`src/rtl/scmp_useq.sv`:
```
// Micro-PC sequencer for the SC/MP core: selects the next microcode ROM address
// from the control field, opcode dispatch, DLY countdown, halt and interrupt conditions.
module scmp_useq #(
    parameter int unsigned UADDR_W    = 8,
    parameter int unsigned DLY_W      = 18,
    parameter int unsigned RESET_ADDR = 0,
    parameter int unsigned FETCH_ADDR = 1,
    parameter int unsigned INT_ADDR   = 2
) (
    input  logic               clk,
    input  logic               rst_n,
    input  logic [1:0]         uc_ctl,
    input  logic [UADDR_W-1:0] uc_next,
    input  logic               uc_cond_en,
    input  logic               cond,
    input  logic               uc_mem,
    input  logic               mem_ack,
    input  logic               uc_halt,
    input  logic               cont,
    input  logic [UADDR_W-1:0] op_pc,
    input  logic               op_dly,
    input  logic [DLY_W-1:0]   dly_load,
    input  logic               irq,
    input  logic               ie,
    output logic [UADDR_W-1:0] upc,
    output logic               dly_busy,
    output logic               halted,
    output logic               int_ack,
    output logic [1:0]         dbg_state
);

    typedef enum logic [1:0] {
        ST_RUN    = 2'd0,
        ST_DELAY  = 2'd1,
        ST_HALTED = 2'd2
    } state_t;

    localparam logic [1:0] CTL_SEQ    = 2'b00;
    localparam logic [1:0] CTL_JUMP   = 2'b01;
    localparam logic [1:0] CTL_DECODE = 2'b10;
    localparam logic [1:0] CTL_FETCH  = 2'b11;

    localparam logic [UADDR_W-1:0] RESET_UPC = UADDR_W'(RESET_ADDR);
    localparam logic [UADDR_W-1:0] FETCH_UPC = UADDR_W'(FETCH_ADDR);
    localparam logic [UADDR_W-1:0] INT_UPC   = UADDR_W'(INT_ADDR);

    state_t             state_q, state_d;
    logic [UADDR_W-1:0] upc_q, upc_d;
    logic [DLY_W-1:0]   cnt_q, cnt_d;
    logic               int_ack_q, int_ack_d;
    logic               dly_busy_q, halted_q;
    logic [UADDR_W-1:0] upc_inc;

    // Natural wrap at UADDR_W bits gives the modulo increment.
    assign upc_inc = upc_q + UADDR_W'(1);

    always_comb begin
        state_d   = state_q;
        upc_d     = upc_q;
        cnt_d     = cnt_q;
        int_ack_d = 1'b0;
        unique case (state_q)
            ST_RUN: begin
                if (uc_mem && !mem_ack) begin
                    // Bus stall: everything holds until the cycle completes.
                    upc_d = upc_q;
                end else if (uc_halt) begin
                    state_d = ST_HALTED;
                end else begin
                    unique case (uc_ctl)
                        CTL_SEQ:  upc_d = upc_inc;
                        CTL_JUMP: upc_d = (uc_cond_en && !cond) ? upc_inc : uc_next;
                        CTL_DECODE: begin
                            upc_d = op_pc;
                            if (op_dly) begin
                                cnt_d   = dly_load;
                                state_d = ST_DELAY;
                            end
                        end
                        CTL_FETCH: begin
                            if (irq && ie) begin
                                upc_d     = INT_UPC;
                                int_ack_d = 1'b1;
                            end else begin
                                upc_d = FETCH_UPC;
                            end
                        end
                        default: upc_d = upc_q;
                    endcase
                end
            end
            ST_DELAY: begin
                // upc stays at the DLY entry so that word runs once the count expires.
                if (cnt_q != '0) begin
                    cnt_d = cnt_q - DLY_W'(1);
                end else begin
                    state_d = ST_RUN;
                end
            end
            ST_HALTED: begin
                if (cont) begin
                    state_d = ST_RUN;
                    upc_d   = upc_inc;
                end
            end
            default: state_d = ST_RUN;
        endcase
    end

    always_ff @(posedge clk or negedge rst_n) begin
        if (!rst_n) begin
            state_q    <= ST_RUN;
            upc_q      <= RESET_UPC;
            cnt_q      <= '0;
            int_ack_q  <= 1'b0;
            dly_busy_q <= 1'b0;
            halted_q   <= 1'b0;
        end else begin
            state_q    <= state_d;
            upc_q      <= upc_d;
            cnt_q      <= cnt_d;
            int_ack_q  <= int_ack_d;
            dly_busy_q <= (state_d == ST_DELAY);
            halted_q   <= (state_d == ST_HALTED);
        end
    end

    assign upc       = upc_q;
    assign dly_busy  = dly_busy_q;
    assign halted    = halted_q;
    assign int_ack   = int_ack_q;
    assign dbg_state = state_q;

endmodule

```
`config.mk`:
```
export PLATFORM = sky130hd
export DESIGN_NAME = scmp_useq
export DESIGN_NICKNAME = d
export VERILOG_FILES = /design/src/rtl/scmp_useq.sv
export SDC_FILE = /design/constraint.sdc
export NUM_CORES = 1
export LEC_CHECK = 0
export CAP_MARGIN = 20
export CELL_PAD_IN_SITES_DETAIL_PLACEMENT = 0
export CELL_PAD_IN_SITES_GLOBAL_PLACEMENT = 1
export CORE_ASPECT_RATIO = 1.2
export CORE_MARGIN = 3
export CORE_UTILIZATION = 34
export CTS_CLUSTER_DIAMETER = 40
export DETAILED_ROUTE_END_ITERATION = 8
export PLACE_DENSITY_LB_ADDON = 0.1
export SETUP_SLACK_MARGIN = 0.3
export SLEW_MARGIN = 0
export SYNTH_ARGS = -nofsm -noshare
export SYNTH_HDL_FRONTEND = slang
export SYNTH_SLANG_ARGS = --single-unit
export TNS_END_PERCENT = 10
```
`constraint.sdc`:
```
create_clock -name clk -period 2.6 [get_ports clk]
set_input_delay 0.52 -clock clk [delete_from_list [all_inputs] [get_ports clk]]
set_output_delay 0.52 -clock clk [all_outputs]
set_load 0.02 [all_outputs]
```
==> results.toml, run 1 <==
[critical_path]
setup.worst_path.class = "reg -> reg"
slowest_delay_ns = 0.43
cp-start-kind = "flip-flop"
crit_path_end_kind = "flip-flop"
path_max_fanout = 13
cp_slowest_cell = "dfrtp_1"
cp_data_required_time_ns = 2.78
critical_path_arrival_ns = 2.30
cp_cell_sequence = "inv_1 > ha_1 > nor4b_1 > and2_2 > a31oi_4 > buf_4 > a22o_1"

[grt]
grt_pass1_vias = 2107
antenna_found_initial = 0
grt-ovfl-total = 0
grt_start_max_net_pins = 32
grtUsageTotal = 0.179
grt_pass1_wl_um = 10200

[synth]
synth-compound-area-share = 0.296
ys.flop_type = "dfrtp_1"
muxShareOfSynthArea = 0.0106
synth_top_family_by_area = "compound AO/OA/AOI/OAI gates"
yosys.area_share.simple = 0.249
yosysWarnings = 0
ys_ff_latch = 31
avgSynthCellArea_sq_um = 8.38
synth_top_area_frac = 0.386
yosys.area_share.adder = 0.0187
synth-xor-area-share = 0
syn_area_sq_mm = 0.00201
synthCells = 240
synthDistinctLibCells = 45
synth_enable_flop_cells = 0
netlist_top_cells_area = "dfrtp_1 39%, a21oi_1 6.7%, o21ai_0 6.5%"
synth_nets = 290
seq_area_frac_synth = 0.386
synth_top_area_cell = "dfrtp_1"
async_flop_share = 1.00

[clock_tree]
clock-sinks = 31
cts_tree = "built"
clockBufferDepth = 2
cts_root_buffer = "clkbuf_8"
clk_latency_ns = 0.28
cts_setup_buffers = 0
numCtsBuffers = 5
htree_levels = 2
cts_resized = 0
clkTransAtPathRegs_ns = 0.07
cts_hold_buf = 0

[floorplan]
coreArea_sq_mm = 0.00571
ioPinCount = 60
die_area_sq_mm = 0.00688
fp.dieH_um = 90.3
die_w_um = 76.2
num_rows = 30
start_util = 0.353

[timing]
hold_viol = 0
fmax_mhz = 471
fin_skew_ns = 0.00412
min_period_over_period = 0.816
rsz0062_at_grt = "false"
max_slew_margin = 0.676
report.final.setup_viol = 0
slew_violations = 0
worst_pin_slew_ns = 0.482
min_period_ns = 2.12
setup_tns_ns = 0

[final_layout]
area_growth_pct = 41.0
n_antenna_cell = 0
multi_input_area_sq_mm = 0.00115
drive_gt1_frac = 0.0974
final_cells = 388
final_area_sq_mm = 0.00284
final_util = 0.497
regArea_sq_um = 776
fillerInstances = 593
final_nets = 358

[pwr]
cellPowerDensity_mw_per_mm2 = 747
max-vdd-ir-drop_v = 0.000375
p_leak_nw = 1.12

[place]
port_buffers = 59
dp_hpwl_um = 4340
placedCellCount = 381
gp_congestion = 0.812
postPlaceCellArea_sq_mm = 0.00275

[hold_path]
hold_path_class = "reg -> reg"

[drt]
wl_per_cell_um = 15.1
firstDrtPassIters = 4
num_vias = 2094
finalWirelength_um = 5850
drc_errors = 0
drtIter0Drc = 74
antenna_left = 0
routed_via_density = 5.40

[job]
maxCapViolations = 0

[status]
status = "completed"
==> kinds of logic after synthesis <==
group,count (synthesis)
AOI/OAI and AO/OA,91
buffers and inverters,18
adders and majority gates,3
and+or+nand+nor,95
muxes,2
DFF,31
==> layer usage <==
metal / routed length, um / up-vias / global-route usage
li1: - / 1041 / -
met1: 2420 / 986 / 0.204
met2: 3040 / 62 / 0.328
met3: 328 / 5 / 0.0439
met4: 64 / 0 / 0.0514
met5: 0 / - / 0
==> sequential cells by signal (all words and copies together), names as in the netlist <==
register / cells
cnt_q: 18
int_ack: 1
upc: 8
dly_busy: 1
halted: 1
dbg_state: 2
==> cell type report <==
class                   count  area share
clock inverters             1     0.00176
flip-flops and latches     31       0.273
clock buffers               6      0.0291
multi-input cells         191       0.407
well taps                  80      0.0353
inverters                   6     0.00794
repair buffers             73       0.245
==> final timing paths <==
path	start	endpoint	slack, ns	depth (start not counted)
min in group asynchronous	rst_n	int_ack	0.63	2
worst min register to register	cnt_q[15]	cnt_q[15]	0.54	1
worst min-delay path	cnt_q[15]	cnt_q[15]	0.54	1
worst max-delay path	cnt_q[0]	cnt_q[15]	0.48	7
max in group asynchronous	rst_n	upc[3]	1.65	2
worst max register to register	cnt_q[0]	cnt_q[15]	0.48	7
==> power by group <==
| group | switching [W] | internal (W) | total (W) |
|---|---|---|---|
| clock | 0.000189 | 0.000208 | 0.000396 |
| sequential | 0.000243 | 0.000673 | 0.000916 |
| combinational | 0.000394 | 0.000414 | 0.000807 |
| total | 0.000825 | 0.00129 | 0.00212 |
==> per-stage QoR <==
| step | total power (W) | hold slack (ns) | setup slack [ns] |
|---|---|---|---|
| after global routing | 0.00229 | 0.547 | 0.324 |
| final | 0.00212 | 0.538 | 0.477 |
| after CTS | 0.00213 | 0.538 | 0.512 |
| after detailed placement | 0.00173 | 0.520 | 0.212 |
| after floorplan | 0.00134 | 0.224 | 0.798 |
| after global placement | 0.00172 | 0.512 | 0.261 |
==> synth_stat cells, drive strengths merged (3+ instances only) <==
cell type and instances:
dfrtp 31, a221o 5, clkbuf 6, o21ai 26, nor4 5, nand2b 6
nor3 7, nand2 22, ha 3, nand4 3, a21oi 27, buf 6
and3 3, a31oi 5, inv 6, o22ai 3, nor2b 7, a32oi 6
nand3 9, a22o 6, nor2 23
==> critical path, delay by kind of cell, from the launching register on <==
kind	cells	cell delay, ns
compound gates	2	0.38
fa+ha+maj	1	0.16
buf+inv	2	0.36
flops	1	0.43
simple gates	2	0.68
==> placed cells by master, fill, tap and decap left out, types with 3 or more instances in the layout <==
cell type and instances:
a21oi_1 27, a221o_1 5, a22o_1 6, a31oi_1 4, a32oi_1 6, buf_4 14, clkbuf_8 6, clkdlybuf4s50_1 59
dfrtp_1 31, ha_1 3, inv_1 6, nand2_1 22, nand2b_1 6, nand3_1 8, nand4_1 3, nor2_1 23
nor2b_1 7, nor3_1 7, nor4_1 4, o21ai_0 26, o22ai_1 3
Note: power is estimated with default switching activity, not from simulation.
==> inputs of run 2 (changes only) <==
--- a/config.mk
+++ b/config.mk
@@ -10,7 +10,7 @@
 export CELL_PAD_IN_SITES_GLOBAL_PLACEMENT = 1
 export CORE_ASPECT_RATIO = 1.2
 export CORE_MARGIN = 3
-export CORE_UTILIZATION = 34
+export CORE_UTILIZATION = 31
 export CTS_CLUSTER_DIAMETER = 40
 export DETAILED_ROUTE_END_ITERATION = 8
 export PLACE_DENSITY_LB_ADDON = 0.1
==> constraint.sdc (replaced) <==
create_clock -name clk -period 1.85 [get_ports clk]
set_input_delay 0.37 -clock clk [delete_from_list [all_inputs] [get_ports clk]]
set_output_delay 0.37 -clock clk [all_outputs]
set_load 0.02 [all_outputs]
==> results.toml, run 2 (synthesis results as in run 1) <==
[timing]
worst_pin_slew_ns = 0.598
max_slew_margin = 0.597
min_period_ns = 1.77
report.final.setup_viol = 0
fmax_mhz = 564
slew_violations = 0
hold_viol = 0
min_period_over_period = 0.959
rsz0062_at_grt = "true"
fin_skew_ns = 0.00424
setup_slack_ns = 0.0766

[final_layout]
largest_reg_flops = 18
regArea_sq_um = 778
multi_input_area_sq_mm = 0.00138
final_area_sq_mm = 0.00329
drive_gt1_frac = 0.266
top_register = "cnt_q"
final_common_cell = "clkdlybuf4s50_1"
final_nets = 380
fillerInstances = 582
area_growth_pct = 63.6
final_cells = 413
n_antenna_cell = 0
layout_common_cells = "44 x clkdlybuf4s50_1, 29 x dfrtp_1, 27 x buf_4, 22 x nor2_1, 20 x a21oi_1"

[drt]
drtIter0Drc = 91
wl_per_cell_um = 15.0
routed_via_density = 5.28
antenna_left = 0
drc_errors = 0
finalWirelength_um = 6210
firstDrtPassIters = 4
num_vias = 2181

[clock_tree]
clk_latency_ns = 0.29
cts_hold_buf = 0
cts_tree = "built"
numCtsBuffers = 5
clock-sinks = 31
clockBufferDepth = 2
clkTransAtPathRegs_ns = 0.07
htree_levels = 2
cts_root_buffer = "clkbuf_8"

[grt]
busiest_layer = "met2"
grtUsageTotal = 0.162
met2_usage = 0.296
antenna_found_initial = 0
grt_start_max_net_pins = 32
grt_pass1_wl_um = 9600
use_met1 = 0.180
grt-ovfl-total = 0
grt_pass1_vias = 2077
grt_use_met3 = 0.0422

[place]
dp_slack_ns = -0.411
dp_hpwl_um = 4470
port_buffers = 59
gp_congestion = 0.858
postPlaceCellArea_sq_mm = 0.00291
placedCellCount = 401

[pwr]
cellPowerDensity_mw_per_mm2 = 1020
max-vdd-ir-drop_v = 0.000450
p_leak_nw = 1.46

[critical_path]
setup.worst_path.class = "reg -> reg"
r2r_start = "cnt_q[2]"
cp-start-kind = "flip-flop"
worstRegToRegCells = 4
cp_data_required_time_ns = 2.02
critical_path_arrival_ns = 1.95
timing.rr.end = "cnt_q[7]"
path_max_fanout = 7
crit_path_end_kind = "flip-flop"
reg2reg_slack_ns = 0.08

[job]
maxCapViolations = 0

[floorplan]
die_w_um = 79.5
die_area_sq_mm = 0.00750
num_rows = 31
coreArea_sq_mm = 0.00617
fp.dieH_um = 94.3
ioPinCount = 60
start_util = 0.326

[status]
status = "completed"

[hold_path]
hold_path_class = "in -> async"
run 2: metal layers:
| layer | wire length (um) | vias up |
|---|---|---|
| met5 | 0 | - |
| met4 | 78 | 0 |
| li1 | - | 1088 |
| met1 | 2480 | 1035 |
| met3 | 301 | 6 |
| met2 | 3360 | 52 |
run 2: through the flow:
step / TNS [ns] / util / hold slack (ns) / total power, W
after detailed placement: -6.63 / 0.471 / 0.517 / 0.00255
after CTS: 0 / 0.498 / 0.513 / 0.00319
after global placement: -5.33 / 0.471 / 0.508 / 0.00255
after floorplan: 0 / - / 0.0744 / 0.00190
after global routing: -0.0296 / 0.534 / 0.532 / 0.00359
final: 0 / 0.534 / 0.492 / 0.00335
run 2: power by group:
| part | total, W | internal, W | switching (W) | leakage, nW |
|---|---|---|---|---|
| registers | 0.00128 | 0.000946 | 0.000337 | 0.371 |
| logic | 0.00147 | 0.000759 | 0.000707 | 1.04 |
| clock network | 0.000605 | 0.000340 | 0.000266 | 0.0515 |
run 2: worst max-delay path: stages (launching register included):
cell and delay, ns:
dfrtp_1 0.51, or4_1 0.63, nor4_1 0.22, o21ai_1 0.09, a22o_1 0.22
run 2: area by class of cell:
| type | instances | area share |
|---|---|---|
| multi-input cells | 192 | 0.418 |
| well taps | 82 | 0.0312 |
| repair buffers | 94 | 0.277 |
| inverters | 6 | 0.00684 |
| clock buffers | 8 | 0.0304 |
| flip-flops and latches | 31 | 0.236 |
run 2: worst max-delay path by stage:
| stage | from | to | slack, ns | cells past startpoint |
|---|---|---|---|---|
| 2_1_floorplan | dbg_state[1] | cnt_q[15] | 0.17 | 6 |
| 3_3_place_gp | uc_halt | cnt_q[4] | -0.34 | 7 |
| 3_5_place_dp | uc_halt | cnt_q[8] | -0.41 | 6 |
| 4_1_cts | dbg_state[1] | cnt_q[15] | 0.04 | 6 |
| 5_1_grt | dbg_state[0] | cnt_q[15] | -0.01 | 6 |
| 6_report | cnt_q[2] | cnt_q[7] | 0.08 | 4 |
run 2: what timing repair did:
item	4_1_cts	5_1_grt
pin swaps	8	17
endpoints found under the hold margin	0	0
resized for setup	16	60
setup endpoints to repair	40	41
setup buffers	2	1
cloned	1	0
